File: src/rtl/fetch_xmit.sv
// Fetch-side transmitter: sequential I-cache requests, in-order response queue, FE1 valid/ready to decode.
// Optional macro FE_STALL_CNT_EN adds fe_stall_cnt / fe_empty_cnt performance counters.
package fetch_xmit_pkg;
   typedef logic [31:0] t_paddr;
   typedef logic [31:0] t_rv_instr;

   typedef struct packed {
      logic valid;
      logic nuke_fe;
   } t_nuke_pkt;

   typedef struct packed {
      t_rv_instr   instr;
      t_paddr      pc;
      t_paddr      pc_nxt;
`ifdef SIMULATION
      logic [31:0] SIMID;
`endif
   } t_instr_pkt;
endpackage

module fetch_xmit
   import fetch_xmit_pkg::*;
#(
   parameter int     DEPTH       = 4,
   parameter t_paddr RESET_PC    = 32'h0000_0000,
   parameter int     INSTR_BYTES = 4
) (
   input  logic       clk,
   input  logic       reset,
   input  t_nuke_pkt  nuke_rb1,
   input  logic       resume_fetch_rbx,
   input  t_paddr     resume_pc_rbx,
   output logic       icache_req_valid,
   output t_paddr     icache_req_pc,
   input  logic       icache_req_ready,
   input  logic       icache_rsp_valid,
   input  t_rv_instr  icache_rsp_instr,
   input  logic       decode_ready_de0,
   output logic       valid_fe1,
   output t_instr_pkt instr_fe1
`ifdef FE_STALL_CNT_EN
   ,
   output logic [31:0] fe_stall_cnt,
   output logic [31:0] fe_empty_cnt
`endif
);

   localparam int CW = $clog2(DEPTH + 1);
   localparam int PW = (DEPTH > 1) ? $clog2(DEPTH) : 1;

   typedef enum logic {RUN, WAIT_RESUME} t_state;

   function automatic logic [PW-1:0] ptr_inc(input logic [PW-1:0] p);
      return (p == PW'(DEPTH - 1)) ? '0 : p + 1'b1;
   endfunction

   t_state          state_q, state_d;
   t_paddr          pc_q, pc_d;
   logic [CW-1:0]   outst_q, outst_d;
   logic [CW-1:0]   drop_q, drop_d;
   t_paddr          pcf_mem_q [DEPTH];
   t_paddr          pcf_mem_d [DEPTH];
   logic [PW-1:0]   pcf_wr_q, pcf_wr_d;
   logic [PW-1:0]   pcf_rd_q, pcf_rd_d;
   t_instr_pkt      q_mem_q [DEPTH];
   t_instr_pkt      q_mem_d [DEPTH];
   logic [PW-1:0]   q_head_q, q_head_d;
   logic [PW-1:0]   q_tail_q, q_tail_d;
   logic [CW-1:0]   q_cnt_q, q_cnt_d;
`ifdef SIMULATION
   logic [31:0]     simid_q, simid_d;
`endif

   logic            nuke;
   logic            credit_ok;
   logic            req_acc;
   logic            xfer;
   logic            rsp_drop;
   logic            rsp_push;
   t_paddr          rsp_pc;
   t_instr_pkt      rsp_pkt;

   assign nuke      = nuke_rb1.valid & nuke_rb1.nuke_fe;
   // Queue entries plus in-flight requests never exceed DEPTH, so responses always have a slot.
   assign credit_ok = ((CW+1)'(q_cnt_q) + (CW+1)'(outst_q)) < (CW+1)'(DEPTH);

   assign icache_req_valid = ~reset & (state_q == RUN) & ~nuke & credit_ok;
   assign icache_req_pc    = pc_q;
   assign valid_fe1        = ~reset & (state_q == RUN) & (q_cnt_q != '0);
   assign instr_fe1        = q_mem_q[q_head_q];

   always_comb begin
      req_acc   = icache_req_valid & icache_req_ready;
      xfer      = valid_fe1 & decode_ready_de0;
      rsp_drop  = icache_rsp_valid & (nuke | (drop_q != '0));
      rsp_push  = icache_rsp_valid & ~rsp_drop;
      rsp_pc    = pcf_mem_q[pcf_rd_q];

      rsp_pkt        = '0;
      rsp_pkt.instr  = icache_rsp_instr;
      rsp_pkt.pc     = rsp_pc;
      rsp_pkt.pc_nxt = rsp_pc + t_paddr'(INSTR_BYTES);
`ifdef SIMULATION
      rsp_pkt.SIMID  = simid_q;
      simid_d        = simid_q;
`endif

      state_d   = state_q;
      pc_d      = pc_q;
      outst_d   = outst_q;
      drop_d    = drop_q;
      pcf_mem_d = pcf_mem_q;
      pcf_wr_d  = pcf_wr_q;
      pcf_rd_d  = pcf_rd_q;
      q_mem_d   = q_mem_q;
      q_head_d  = q_head_q;
      q_tail_d  = q_tail_q;
      q_cnt_d   = q_cnt_q;

      // Nuke takes priority over a resume in the same cycle.
      if (nuke) begin
         state_d = WAIT_RESUME;
      end else if ((state_q == WAIT_RESUME) && resume_fetch_rbx) begin
         state_d = RUN;
         pc_d    = resume_pc_rbx;
      end

      if (req_acc) begin
         pc_d                = pc_q + t_paddr'(INSTR_BYTES);
         pcf_mem_d[pcf_wr_q] = pc_q;
         pcf_wr_d            = ptr_inc(pcf_wr_q);
      end
      if (icache_rsp_valid) begin
         pcf_rd_d = ptr_inc(pcf_rd_q);
      end
      outst_d = outst_q + CW'(req_acc) - CW'(icache_rsp_valid);

      if (nuke) begin
         drop_d = outst_q - CW'(icache_rsp_valid);
      end else if (icache_rsp_valid && (drop_q != '0)) begin
         drop_d = drop_q - 1'b1;
      end

      if (nuke) begin
         q_head_d = '0;
         q_tail_d = '0;
         q_cnt_d  = '0;
      end else begin
         if (rsp_push) begin
            q_mem_d[q_tail_q] = rsp_pkt;
            q_tail_d          = ptr_inc(q_tail_q);
`ifdef SIMULATION
            simid_d           = simid_q + 32'd1;
`endif
         end
         if (xfer) begin
            q_head_d = ptr_inc(q_head_q);
         end
         q_cnt_d = q_cnt_q + CW'(rsp_push) - CW'(xfer);
      end
   end

   always_ff @(posedge clk) begin
      if (reset) begin
         state_q  <= RUN;
         pc_q     <= RESET_PC;
         outst_q  <= '0;
         drop_q   <= '0;
         pcf_wr_q <= '0;
         pcf_rd_q <= '0;
         q_head_q <= '0;
         q_tail_q <= '0;
         q_cnt_q  <= '0;
`ifdef SIMULATION
         simid_q  <= '0;
`endif
      end else begin
         state_q  <= state_d;
         pc_q     <= pc_d;
         outst_q  <= outst_d;
         drop_q   <= drop_d;
         pcf_wr_q <= pcf_wr_d;
         pcf_rd_q <= pcf_rd_d;
         q_head_q <= q_head_d;
         q_tail_q <= q_tail_d;
         q_cnt_q  <= q_cnt_d;
`ifdef SIMULATION
         simid_q  <= simid_d;
`endif
      end
   end

   // Storage arrays carry no reset; pointers and counts qualify their contents.
   always_ff @(posedge clk) begin
      pcf_mem_q <= pcf_mem_d;
      q_mem_q   <= q_mem_d;
   end

`ifdef FE_STALL_CNT_EN
   logic [31:0] stall_cnt_q, stall_cnt_d;
   logic [31:0] empty_cnt_q, empty_cnt_d;

   always_comb begin
      stall_cnt_d = stall_cnt_q;
      empty_cnt_d = empty_cnt_q;
      if (valid_fe1 && !decode_ready_de0 && (stall_cnt_q != 32'hFFFF_FFFF)) begin
         stall_cnt_d = stall_cnt_q + 32'd1;
      end
      if ((state_q == RUN) && (q_cnt_q == '0) && (empty_cnt_q != 32'hFFFF_FFFF)) begin
         empty_cnt_d = empty_cnt_q + 32'd1;
      end
   end

   always_ff @(posedge clk) begin
      if (reset) begin
         stall_cnt_q <= '0;
         empty_cnt_q <= '0;
      end else begin
         stall_cnt_q <= stall_cnt_d;
         empty_cnt_q <= empty_cnt_d;
      end
   end

   assign fe_stall_cnt = stall_cnt_q;
   assign fe_empty_cnt = empty_cnt_q;
`endif

`ifdef ASSERT
   always_ff @(posedge clk) begin
      if (!reset) begin
         assert (!(rsp_push && (q_cnt_q == CW'(DEPTH)) && !xfer));
         assert (!(icache_rsp_valid && (outst_q == '0)));
      end
   end
`endif

endmodule
File: config.mk
export PLATFORM = sky130hd
export DESIGN_NAME = fetch_xmit
export DESIGN_NICKNAME = d
export VERILOG_FILES = /design/src/rtl/fetch_xmit.sv
export SDC_FILE = /design/constraint.sdc
export NUM_CORES = 1
export LEC_CHECK = 0
export ABC_AREA = 1
export BUFFER_PORTS_ARGS = -buffer_cell sky130_fd_sc_hd__buf_2
export CORE_ASPECT_RATIO = 0.6
export CORE_MARGIN = 8
export CORE_UTILIZATION = 51
export CTS_CLUSTER_SIZE = 24
export DETAILED_ROUTE_END_ITERATION = 10
export PLACE_DENSITY_LB_ADDON = 0.12
export SETUP_SLACK_MARGIN = 0.02
export SLEW_MARGIN = 20
export SYNTH_ARGS = -nofsm -noshare
export SYNTH_HDL_FRONTEND = slang
export SYNTH_SLANG_ARGS = --single-unit
File: constraint.sdc
create_clock -name clk -period 7.25 [get_ports clk]
set_input_delay 0.725 -clock clk [delete_from_list [all_inputs] [get_ports clk]]
set_output_delay 0.725 -clock clk [all_outputs]
set_load 0.005 [all_outputs]
==> qor.csv, run 1 <==
stage,metric,value,unit
critical_path,end_kind,output pin,
yosys,syn_area,0.0236,mm2
drt,drt-total-wl,58900,um
layout,n_antenna_cell,0,
cts,cts-htree-levels,2,
drt,vias,16538,
drt,ant_nets,0,
floorplan,fp.dieH,183,um
cts,cts_tree,yes,
floorplan,die_x,294,um
yosys,syn_inst,2184,
sta,rsz0062_at_grt,no,
sta,fin_skew,0.0182,ns
critical_path,start_kind,register,
min_path,holdCritPathClass,in2reg,
cts,clock_sinks,554,
drt,drc,0,
drt,wl_per_cell,19.4,um
cts,cts_buffer_depth,3,
sta,max_slew_margin,0.307,
drt,dr.first_iter.drc_count,1521,
yosys,yosysSeqAreaShare,0.683,
sta,fin_ws,3.58,ns
critical_path,rr_endpoint,q_mem_q[208],
sta,worst_pin_slew,1.04,ns
cts,clkLatencyLatePin,0.58,ns
critical_path,timing.rr.start,pcf_rd_q[0],
outcome,status,"finished, final reports clean",
sta,min_period_over_period,0.506,
placement,gp_congestion,0.911,
power,powerDensity,282,mW/mm2
critical_path,path_class,reg2out,
global_routing,track_usage,0.214,
min_path,min_from,icache_rsp_instr[14],
yosys,ys_seq_elements,554,
power,leakage,9.98,nW
layout,final_cell_mix,"504 x edfxtp_1, 500 x nand2_1, 333 x nor2_1",
layout,drive_gt1_frac,0.141,
layout,fin_cells,3028,
floorplan,core,0.0460,mm2
cts,ctsHoldBuffers,0,
power,ir_drop,0.157,mV
yosys,synth-warning-count,0,
placement,postPlaceCellArea,0.0251,mm2
drt,vias_per_cell,5.46,
flow_run,max-cap-violations,0,
critical_path,ff2ff_setup_slack,3.95,ns
floorplan,io_pins,202,
layout,final_common_cell,edfxtp_1,
layout,nets,2452,
global_routing,grt.overflow.total,0,
layout,area_growth,13.4,%
placement,port_buffers,201,
placement,dp_hpwl,37500,um
floorplan,row_count,61,
cts,cts_setup_buffers,0,
yosys,netlist_top_cells_area,"edfxtp_1 64%, nand2_1 7.9%, nor2_1 5.4%, o21ai_0 4.7%, dfxtp_1 4.2%",
critical_path,critPathMaxFanout,72,
layout,finalInstanceArea,0.0268,mm2
global_routing,grt_max_degree,103,
sta,finalSetupTns,0,ns
critical_path,arrival,2.94,ns
placement,dpl.cell_count,2932,
layout,utilization,0.582,
global_routing,grt_pass1_vias,15734,
yosys,syn_nets,2280,
sta,hold_viol_final,0,
sta,final_max_slew_viol_count,0,
yosys,syn_avg_cell_area,10.8,um2
yosys,synth.top_cell.area_share,0.640,
drt,drtPass1Iterations,6,
yosys,ys_types,33,
yosys,yosys.area.top_type,edfxtp_1,
floorplan,start_util,0.514,
cts,numCtsBuffers,52,
global_routing,antenna_found_initial,1,
placement,dp_worst_setup_slack,3.47,ns
cts,cts_resized,0,
cts,clkTransAtPathRegs,0.06,ns
global_routing,grt_pass1_wl,91100,um
floorplan,die-area,0.0537,mm2
cts,cts-root-buf,clkbuf_16,
critical_path,reg2regPathDepth,10,
sta,setup_viol,0,
sta,fin_crit,3.67,ns
min_path,hold_end,q_mem_q[174],
min_path,hold_path_depth,1,
critical_path,crit_required,6.52,ns
sta,fmax,273,MHz
-- sequential cells by signal, summed over array words and instances (netlist names), 3 cells and up --
register and count:
q_mem_q 376, pcf_mem_q 128, icache_req_pc 32, drop_q 3, outst_q 3, q_cnt_q 3
-- logic make-up after synthesis --
group           count (synthesis)  share of synthesized area
simple gates                  993                      0.169
xor+xnor                       27                     0.0100
flops                         554                      0.683
buf+inv                       210                     0.0380
compound gates                376                     0.0872
fa+ha+maj                      24                     0.0133
-- synthesized netlist by cell type --
| master | count |
|---|---|
| nor2_1 | 341 |
| ha_1 | 22 |
| clkinv_1 | 2 |
| nand2_1 | 500 |
| xor2_1 | 21 |
| o21a_1 | 10 |
| o21ai_0 | 221 |
| inv_2 | 2 |
| a211oi_1 | 6 |
| nand2_2 | 9 |
| nand3b_1 | 12 |
| nand3_2 | 1 |
| nor2_2 | 9 |
| buf_2 | 21 |
| a31oi_1 | 3 |
| dfxtp_1 | 50 |
| nand3_1 | 101 |
| xnor2_1 | 6 |
| buf_4 | 8 |
| or2_2 | 6 |
| nor3_1 | 5 |
| a32oi_1 | 1 |
| a21oi_1 | 35 |
| o22ai_1 | 96 |
| nand4_1 | 9 |
| clkbuf_1 | 67 |
| o31a_1 | 1 |
| o211ai_1 | 3 |
| edfxtp_1 | 504 |
| inv_1 | 100 |
| buf_6 | 7 |
| fa_1 | 2 |
| buf_1 | 3 |
-- worst max path at each step --
stage	from	endpoint	slack, ns	depth (start not counted)
2_1_floorplan	nuke_rb1[1]	q_mem_q[100]	1.60	3
3_3_place_gp	reset	icache_req_pc[22]	3.56	12
3_5_place_dp	reset	icache_req_pc[22]	3.47	12
4_1_cts	q_head_q[1]	instr_fe1[53]	3.54	5
5_1_grt	q_head_q[1]	instr_fe1[53]	3.28	5
6_report	q_head_q[1]	instr_fe1[53]	3.58	5
-- where the power goes --
group,switching [mW],internal (mW)
clock network,1.15,1.53
logic,0.698,0.320
registers,0.126,3.74
total,1.97,5.60
-- layer usage --
| metal | vias to the layer above | wire length, um | track usage |
|---|---|---|---|
| met5 | - | 0 | 0 |
| met4 | 0 | 1160 | 0.0486 |
| met3 | 79 | 4600 | 0.0452 |
| met2 | 552 | 26600 | 0.330 |
| met1 | 7974 | 26500 | 0.311 |
| li1 | 7933 | - | - |
-- per-stage QoR --
step | power, mW | hold WS [ns]
global placement | 4.94 | 0.472
global route | 7.88 | 0.339
floorplan | 4.52 | 0.453
finish | 7.57 | 0.359
CTS | 7.63 | 0.335
detailed placement | 4.96 | 0.480
-- area by class of cell --
cell class	count	area, um2
clock inverters	30	305
repair buffers	224	1180
fillers	3819	19200
inverters	104	393
multi-input cells	1420	6650
well taps	630	788
flip-flops and latches	554	16100
clock buffers	66	1350
-- critical path, stage by stage, from the launching register on --
cell     delay, ns
dfxtp_2       0.50
inv_2         0.39
buf_4         0.65
o21ai_0       0.19
o22ai_1       0.40
buf_2         0.21
(Power assumes the default switching activity.)
==> run 2: changes to the inputs <==
clock period = 3.25 ns   (was 7.25 ns; I/O delays follow)
==> qor.csv, run 2 (same netlist as run 1, synthesis figures left out) <==
stage,metric,value,unit,change
outcome,status,"finished, final reports clean",,
sta,fmax,342,MHz,
drt,drc,0,,unchanged
layout,largest-register,q_mem_q,,
floorplan,start_util,0.514,,unchanged
critical_path,path_class,reg2reg,,
sta,fin_skew,0.0170,ns,-0.00116 ns
power,finalPower,16.8,mW,+120%
placement,gp_congestion,0.910,,-0.13%
drt,drtPass1Iterations,7,,+1
sta,rsz0062_at_grt,no,,
cts,cts_tree,yes,,
cts,cts-htree-levels,2,,unchanged
sta,hold_viol_final,0,,unchanged
power,power.switching,4.42,mW,+120%
global_routing,grtUsageMet2,0.348,,+0.0178
layout,n_antenna_cell,0,,unchanged
layout,final_cell_mix,"504 x edfxtp_1, 500 x nand2_1, 333 x nor2_1",,
layout,final_common_cell,edfxtp_1,,
drt,drt-total-wl,61200,um,+3.9%
floorplan,io_pins,202,,unchanged
critical_path,crit_required,3.54,ns,-2.98 ns
cts,cts_buffer_depth,3,,unchanged
critical_path,startpoint,pcf_rd_q[0],,
layout,utilization,0.597,,+0.0143
cts,cts_setup_buffers,0,,unchanged
floorplan,die-area,0.0537,mm2,unchanged
critical_path,end_kind,register,,
critical_path,start_kind,register,,
cts,clkLatencyLatePin,0.58,ns,about the same
sta,worst_pin_slew,0.944,ns,-0.0953 ns
critical_path,rr_endpoint,q_mem_q[127],,
floorplan,die_x,294,um,unchanged
cts,cts-root-buf,clkbuf_16,,
sta,setup_viol,0,,unchanged
power,ir_drop,0.371,mV,+140%
critical_path,critPathCapture,q_mem_q[127],,
drt,vias_per_cell,5.50,,+0.76%
placement,port_buffers,201,,unchanged
layout,multi_input_area,0.00665,mm2,unchanged
critical_path,arrival,3.22,ns,+0.28 ns
power,swShare,0.263,,+0.00201
flow_run,max-cap-violations,0,,unchanged
sta,min_period_over_period,0.899,,
global_routing,use_met1,0.321,,+0.00966
placement,postPlaceCellArea,0.0255,mm2,+1.6%
global_routing,track_usage,0.223,,+0.00906
power,powerDensity,613,mW/mm2,+120%
drt,ant_nets,0,,unchanged
critical_path,reg2regPathDepth,12,,+2
placement,dp_hpwl,39500,um,+5.5%
drt,wl_per_cell,19.8,um,+1.9%
sta,fin_crit,2.92,ns,
sta,finalSetupTns,0,ns,unchanged
layout,largest_register_ffs,376,,unchanged
power,clkPwrFrac,0.344,,-0.011
power,leakage,10.3,nW,+3.0%
critical_path,ff2ff_setup_slack,0.33,ns,-3.62 ns
global_routing,antenna_found_initial,0,,-1
layout,nets,2512,,+2.4%
power,p_comb_frac,0.145,,+0.010
cts,clock_sinks,554,,unchanged
layout,finalInstanceArea,0.0275,mm2,+2.5%
layout,drive_gt1_frac,0.147,,+0.00611
sta,fin_ws,0.328,ns,-3.26 ns
power,power_frac_seq,0.511,,about the same
critical_path,critPathMaxFanout,42,,-42%
sta,max_slew_margin,0.370,,+0.0635
critical_path,crit_slowest_cell,inv_2,,
critical_path,timing.rr.start,pcf_rd_q[0],,
global_routing,top_usage_layer,met2,,
cts,numCtsBuffers,51,,-1.9%
sta,final_max_slew_viol_count,0,,unchanged
layout,register_area,0.0161,mm2,unchanged
layout,fillers,3759,,-1.6%
global_routing,grt_max_degree,191,,+85%
floorplan,fp.dieH,183,um,unchanged
global_routing,grt.overflow.total,0,,unchanged
drt,vias,16977,,+2.7%
critical_path,critPathMostFrequentCell,nand2_1,,
drt,dr.first_iter.drc_count,1710,,+12%
global_routing,met3_usage,0.0475,,+0.00229
floorplan,row_count,61,,unchanged
power,p_int,12.4,mW,+120%
critical_path,crit_path_cell_trace,inv_2 > nand2_1 > nand2_1 > nand2_1 > nand2_1 > nand2_1 > nor2_1 > nand2_1 > nor2_2 > nand2_1 > nand2_1 > nand2_1,,
critical_path,crit_path_max_incr_delay,0.54,ns,-0.11 ns
global_routing,grt_pass1_wl,94600,um,+3.8%
cts,clkTransAtPathRegs,0.06,ns,about the same
floorplan,core,0.0460,mm2,unchanged
global_routing,grt_pass1_vias,16511,,+4.9%
layout,area_growth,16.2,%,
min_path,holdCritPathClass,in2reg,,
placement,dp_worst_setup_slack,0.482,ns,-2.99 ns
run 2: power groups by stage:
stage / clock, mW / sequential (mW) / combinational [mW]
after floorplan: 0 / 8.68 / 1.39
final: 5.80 / 8.61 / 2.43
after CTS: 5.91 / 8.60 / 2.45
after global placement: 0 / 8.74 / 2.37
after detailed placement: 0 / 8.75 / 2.41
after global routing: 6.19 / 8.64 / 2.71
run 2: routing by layer:
layer	share of wire	routed length (um)
met1	0.44	27000
met2	0.45	27600
met3	0.088	5380
met4	0.019	1180
met5	0	0
run 2: worst min-delay path by stage:
stage                        to  cells past startpoint  slack (ns)                 from
4_1_cts        icache_req_pc[1]                      3       0.003     resume_pc_rbx[1]
5_1_grt        icache_req_pc[5]                      3        0.02     resume_pc_rbx[5]
3_3_place_gp            state_q                      2        0.46              state_q
3_5_place_dp            state_q                      2        0.48              state_q
2_1_floorplan      q_mem_q[160]                      0        0.42  icache_rsp_instr[0]
6_report       icache_req_pc[1]                      3        0.02     resume_pc_rbx[1]
run 2: per-stage QoR:
| step | cells | hold WS (ns) |
|---|---|---|
| 6_report | 3085 | 0.0174 |
| 3_3_place_gp | 2960 | 0.464 |
| 3_5_place_dp | 2960 | 0.476 |
| 5_1_grt | 3085 | 0.0231 |
| 2_1_floorplan | 2184 | 0.424 |
| 4_1_cts | 3085 | 0.00324 |
run 2: worst max-delay path: cells and delay by family (launching register included):
family / cells / cell delay, ns
buf+inv: 1 / 0.54
simple gates: 11 / 1.76
flops: 1 / 0.32
run 2: area by class of cell:
class	count	share of cell area
Multi-Input combinational cell	1420	0.242
Inverter	104	0.0143
Sequential cell	554	0.588
Tap cell	630	0.0287
Clock buffer	69	0.0497
Clock inverter	23	0.00815
Timing Repair Buffer	285	0.0694
run 2: what timing repair did:
action                                 CTS  global route
endpoints found under the hold margin  129             0
hold buffers                            33             0
gates resized for setup                  0             0
setup endpoints to repair                0             0
